`src/rtl/cpu_controller.sv`:
```
// Multicycle control FSM for the CPU datapath: fetches an instruction over a req/ready handshake,
// decodes it and sequences register read, execute/writeback and PC increment.
module cpu_controller #(
  parameter int REG_WIDTH     = 16,
  parameter int REG_ADDR_BITS = 4
) (
  input  logic                     clk,
  input  logic                     reset,
  input  logic                     memReady,
  input  logic [15:0]              memData,
  output logic                     memReq,
  output logic [REG_ADDR_BITS-1:0] regAddressA,
  output logic [REG_ADDR_BITS-1:0] regAddressB,
  output logic [REG_WIDTH-1:0]     immediate,
  output logic [3:0]               aluOpCode,
  output logic                     instrType,
  output logic                     srcAddressRegEnable,
  output logic                     dstAddressRegEnable,
  output logic                     immediateRegEnable,
  output logic                     aluOutputRegEnable,
  output logic                     regWriteEnable,
  output logic                     pcEnable,
  output logic                     aluInputAMuxSelect,
  output logic                     aluInputBMuxSelect,
  output logic                     halted
);

  typedef enum logic [2:0] {
    ST_RESET   = 3'd0,
    ST_FETCH   = 3'd1,
    ST_DECODE  = 3'd2,
    ST_EXECUTE = 3'd3,
    ST_PC_IMM  = 3'd4,
    ST_PC_INC  = 3'd5,
    ST_HALT    = 3'd6
  } state_t;

  state_t      state_r;
  state_t      nextState_s;
  logic [15:0] ir_r;
  logic [15:0] nextIr_s;

  logic                     memReq_s;
  logic [REG_ADDR_BITS-1:0] regAddressA_s;
  logic [REG_ADDR_BITS-1:0] regAddressB_s;
  logic [REG_WIDTH-1:0]     immediate_s;
  logic [3:0]               aluOpCode_s;
  logic                     instrType_s;
  logic                     srcEn_s;
  logic                     dstEn_s;
  logic                     immEn_s;
  logic                     aluOutEn_s;
  logic                     regWe_s;
  logic                     pcEn_s;
  logic                     muxA_s;
  logic                     muxB_s;
  logic                     halted_s;

  logic [3:0]           nextOp_s;
  logic                 isRType_s;
  logic                 isHalt_s;
  logic                 isIType_s;
  logic                 isCmp_s;
  logic [REG_WIDTH-1:0] signExtImm_s;

  // Next-state and instruction-register update
  always_comb begin
    nextState_s = state_r;
    nextIr_s    = ir_r;
    case (state_r)
      ST_RESET: begin
        nextState_s = ST_FETCH;
      end
      ST_FETCH: begin
        if (memReady) begin
          nextIr_s    = memData;
          nextState_s = ST_DECODE;
        end else begin
          nextState_s = ST_FETCH;
        end
      end
      ST_DECODE: begin
        if (ir_r[15:12] == 4'b1111) begin
          nextState_s = ST_HALT;
        end else begin
          nextState_s = ST_EXECUTE;
        end
      end
      ST_EXECUTE: nextState_s = ST_PC_IMM;
      ST_PC_IMM:  nextState_s = ST_PC_INC;
      ST_PC_INC:  nextState_s = ST_FETCH;
      ST_HALT:    nextState_s = ST_HALT;
      default:    nextState_s = ST_RESET;
    endcase
  end

  // Instruction classification of the IR value the next cycle will hold
  always_comb begin
    nextOp_s     = nextIr_s[15:12];
    isRType_s    = (nextOp_s == 4'b0000);
    isHalt_s     = (nextOp_s == 4'b1111);
    isIType_s    = !isRType_s && !isHalt_s;
    isCmp_s      = (isRType_s && (nextIr_s[7:4] == 4'b1011)) || (nextOp_s == 4'b1011);
    signExtImm_s = {{(REG_WIDTH-8){nextIr_s[7]}}, nextIr_s[7:0]};
  end

  // Moore output decode for the upcoming state; registered below so outputs are glitch-free
  always_comb begin
    memReq_s      = 1'b0;
    regAddressA_s = nextIr_s[REG_ADDR_BITS-1:0];
    regAddressB_s = nextIr_s[8 +: REG_ADDR_BITS];
    immediate_s   = {REG_WIDTH{1'b0}};
    aluOpCode_s   = 4'b0000;
    instrType_s   = 1'b0;
    srcEn_s       = 1'b0;
    dstEn_s       = 1'b0;
    immEn_s       = 1'b0;
    aluOutEn_s    = 1'b0;
    regWe_s       = 1'b0;
    pcEn_s        = 1'b0;
    muxA_s        = 1'b0;
    muxB_s        = 1'b0;
    halted_s      = 1'b0;
    case (nextState_s)
      ST_FETCH: begin
        memReq_s = 1'b1;
      end
      ST_DECODE: begin
        srcEn_s     = 1'b1;
        dstEn_s     = 1'b1;
        immEn_s     = isIType_s;
        immediate_s = isIType_s ? signExtImm_s : {REG_WIDTH{1'b0}};
      end
      ST_EXECUTE: begin
        muxB_s      = isIType_s;
        aluOpCode_s = isRType_s ? nextIr_s[7:4] : nextOp_s;
        instrType_s = isIType_s;
        immediate_s = isIType_s ? signExtImm_s : {REG_WIDTH{1'b0}};
        aluOutEn_s  = 1'b1;
        regWe_s     = !isCmp_s;
      end
      ST_PC_IMM: begin
        immediate_s = {{(REG_WIDTH-1){1'b0}}, 1'b1};
        immEn_s     = 1'b1;
      end
      ST_PC_INC: begin
        muxA_s      = 1'b1;
        muxB_s      = 1'b1;
        aluOpCode_s = 4'b0101;
        instrType_s = 1'b1;
        pcEn_s      = 1'b1;
      end
      ST_HALT: begin
        halted_s = 1'b1;
      end
      default: begin
        regAddressA_s = {REG_ADDR_BITS{1'b0}};
        regAddressB_s = {REG_ADDR_BITS{1'b0}};
      end
    endcase
  end

  // State, IR and output registers with synchronous active-low reset
  always_ff @(posedge clk) begin
    if (!reset) begin
      state_r             <= ST_RESET;
      ir_r                <= 16'h0000;
      memReq              <= 1'b0;
      regAddressA         <= {REG_ADDR_BITS{1'b0}};
      regAddressB         <= {REG_ADDR_BITS{1'b0}};
      immediate           <= {REG_WIDTH{1'b0}};
      aluOpCode           <= 4'b0000;
      instrType           <= 1'b0;
      srcAddressRegEnable <= 1'b0;
      dstAddressRegEnable <= 1'b0;
      immediateRegEnable  <= 1'b0;
      aluOutputRegEnable  <= 1'b0;
      regWriteEnable      <= 1'b0;
      pcEnable            <= 1'b0;
      aluInputAMuxSelect  <= 1'b0;
      aluInputBMuxSelect  <= 1'b0;
      halted              <= 1'b0;
    end else begin
      state_r             <= nextState_s;
      ir_r                <= nextIr_s;
      memReq              <= memReq_s;
      regAddressA         <= regAddressA_s;
      regAddressB         <= regAddressB_s;
      immediate           <= immediate_s;
      aluOpCode           <= aluOpCode_s;
      instrType           <= instrType_s;
      srcAddressRegEnable <= srcEn_s;
      dstAddressRegEnable <= dstEn_s;
      immediateRegEnable  <= immEn_s;
      aluOutputRegEnable  <= aluOutEn_s;
      regWriteEnable      <= regWe_s;
      pcEnable            <= pcEn_s;
      aluInputAMuxSelect  <= muxA_s;
      aluInputBMuxSelect  <= muxB_s;
      halted              <= halted_s;
    end
  end

endmodule
```
`config.mk`:
```
export PLATFORM = sky130hd
export DESIGN_NAME = cpu_controller
export DESIGN_NICKNAME = d
export VERILOG_FILES = /design/src/rtl/cpu_controller.sv
export SDC_FILE = /design/constraint.sdc
export NUM_CORES = 1
export LEC_CHECK = 0
export CORE_MARGIN = 4
export CORE_UTILIZATION = 49
export CTS_CLUSTER_SIZE = 24
export DETAILED_ROUTE_END_ITERATION = 10
export PLACE_DENSITY_LB_ADDON = 0.08
export SYNTH_ARGS = -nofsm -noshare
export SYNTH_HDL_FRONTEND = slang
export SYNTH_SLANG_ARGS = --single-unit
```
`constraint.sdc`:
```
create_clock -name clk -period 4.25 [get_ports clk]
set_input_delay 0.425 -clock clk [delete_from_list [all_inputs] [get_ports clk]]
set_output_delay 0.425 -clock clk [all_outputs]
set_load 0.02 [all_outputs]
```
==> out/results.tsv <==
metric	value	unit
status	completed	
CTS tree	yes	
Yosys cell types	42	
TritonCTS buffer count	5	
Mapped Nets	204	
Final Hold Vio Count	0	
dpl ws	1830	ps
Area growth, synth to finish	31.7	%
Clock power frac	32.2	%
Yosys top cell by area	dfxtp_1	
wire length on met2	2.01	mm
DP Wirelength	2.92	mm
global-route wire length before repair	6.29	mm
initial antenna violation count	0	
clock-pin transition on the worst setup and hold timing paths	90	ps
unrepaired setup endpoints after global routing	no	
sequential fraction of design power	54.2	%
max_slew headroom	48.1	%
Static Leak	0.933	nW
Fin Setup TNS	0	ps
num ports	58	
fmax	0.476	GHz
Net Sw Power	217	µW
fraction of layout cells with a size suffix above 1	8.70	%
Avg Cell Area, Syn	10.1	µm²
Setup Fix Bufs, Post-CTS	0	
Setup violations, final	0	
vias in the first global route	1331	
endpoint type of the worst setup path	flip-flop	
die width	69.7	µm
gr ovfl total	0	
die area	4860	µm²
Clock Skews	8.24	ps
root buffer cell	clkbuf_8	
Multi-input gate area	752	µm²
std cell rows	22	
critical path arrival	2320	ps
# H-tree levels	2	
max-slew violations	0	
Initial Util	50.9	%
Routed met3 length	256	µm
drt initial violations	74	
ant diodes	0	
Storage cell area	941	µm²
Max clock buf depth	2	
largest net degree at the start of global routing	25	
# port buffers	57	
logic gate share of total power	13.6	%
number of remaining DRC errors	0	
DRT Pass-1 Iters	4	
crit path max fanout	24	
Routed WL	3.87	mm
vias per cell	4.94	
DR WL/cell	13.9	µm
Final #Nets	248	
ANT nets after route	0	
DRT met1 WL	1.55	mm
cell count after synthesis	185	
Total GRT Usage	16.5	%
cell-internal power	649	µW
Post-Syn Area	1860	µm²
setup ws final	2150	ps
worst vdd ir	287	µV
Max-cap violations	0	
top-area cell type share of the netlist area	50.5	%
Worst EP required	4470	ps
Post-CTS Resized	0	
clk sinks	47	
Setup CP Type	in2reg	
RePlAce Congestion	0.802	
Fill cells	289	
Core ar.	3660	µm²
#FFs+latches synth	47	
sequential fraction of the synthesis area	50.5	%
final worst path period share	49.4	%
# hold bufs at CTS	0	
Worst Tran Pin Value	776	ps
Highest Signal Layer	met4	
worst hold path class	reg2reg	
crit start category	primary input	
Yosys warning total	0	
Min Clock Period, post-route	2100	ps
vias post-DR	1374	
switching portion of total power	25.1	%
height of the die	69.7	µm
worst-skew pair later-pin latency	300	ps
synth top area cells	dfxtp_1 50%, nand2_1 4.6%, buf_4 4.4%, nor2b_1 4.4%, mux2i_1 2.7%	
pwr dens	353	nW/µm²
[cells in the mapped netlist, drive strengths merged]
library cell  count
nand2            23
inv               7
or3               1
and2b             1
nor4b             3
and3              2
o2bb2ai           1
buf              17
a21oi             4
nor4              2
nor2              6
a211oi            2
nor2b            13
o21a              3
dfxtp            47
and4bb            1
nand3b            1
nand3             6
o41ai             1
nand4bb           1
clkbuf            4
nand4             1
o32ai             1
a31oi             1
mux2              4
o31ai             1
nor3b             2
a21boi            7
a221o             1
o211ai            1
nor3              8
nand2b            1
o21ai             4
mux2i             7
[flip-flops by register name (all words and copies together) (netlist names)]
signal	count
aluInputAMuxSelect	1
aluInputBMuxSelect	1
aluOpCode	4
aluOutputRegEnable	1
dstAddressRegEnable	1
halted	1
immediate	8
immediateRegEnable	1
ir_r	16
memReq	1
regAddressA	4
regAddressB	4
regWriteEnable	1
state_r	3
[routing by layer]
layer	up-vias	track usage [%]
met5	-	0
met1	609	17.8
met4	0	5.53
li1	709	-
met2	49	29.8
met3	7	5.80
[worst paths after layout]
kind	depth (start not counted)	to	startpoint	slack [ps]
min reg2reg	2	ir_r[9]	ir_r[9]	480
max reg2reg	5	immediate[0]	state_r[2]	2240
max	6	immediate[0]	memReady	2150
min	2	ir_r[9]	ir_r[9]	480
[cells by family (layout without fill, tap and decap cells)]
group	count (synthesis)	in the layout	synth area share (%)
AOI/OAI and AO/OA	27	27	11.7
buffers and inverters	28	73	9.19
DFF	47	47	50.5
muxes	11	11	7.72
and+or+nand+nor	72	72	20.9
[power groups by stage]
stage / clock network [mW] / registers [mW] / logic (mW)
after global routing: 0.304 / 0.472 / 0.127
after floorplan: 0 / 0.485 / 0.0683
final: 0.279 / 0.469 / 0.118
after global placement: 0 / 0.479 / 0.116
after CTS: 0.285 / 0.469 / 0.119
after detailed placement: 0 / 0.479 / 0.119
[cells in the final DEF (no fill, tap or decap), drive strengths merged, types with 2 or more instances in the layout]
cell type	instances
nor2	6
nand2	23
and3	2
inv	7
clkbuf	6
dfxtp	47
a21boi	7
nor2b	13
mux2i	7
a21oi	4
nand3	6
nor4b	3
a211oi	2
mux2	4
o21a	3
nor3b	2
clkdlybuf4s50	57
o21ai	4
nor3	8
nor4	2
[cell type report]
class | count | area share, %
clock buffer | 6 | 3.36
sequential | 47 | 38.3
timing repair buffer | 58 | 23.5
clock inverter | 2 | 0.662
tap | 48 | 2.45
inverter | 7 | 1.07
multi-input combinational | 110 | 30.6
[metrics by stage]
stage	area, µm²	utilization [%]	power, mW	std cells	hold slack, ps
4_1_cts	2460	67.1	0.873	278	480
3_5_place_dp	2360	64.4	0.598	270	465
2_1_floorplan	1860	-	0.553	185	441
5_1_grt	2460	67.1	0.903	278	524
6_report	2460	67.1	0.866	278	483
3_3_place_gp	2360	64.4	0.595	270	461
[worst max-delay path: stages]
cell and delay (ps):
clkdlybuf4s50_1 520, and4bb_1 230, buf_4 320, mux2i_4 370, o211ai_4 170, o31ai_2 270
Note: power is estimated with default switching activity, not from simulation.
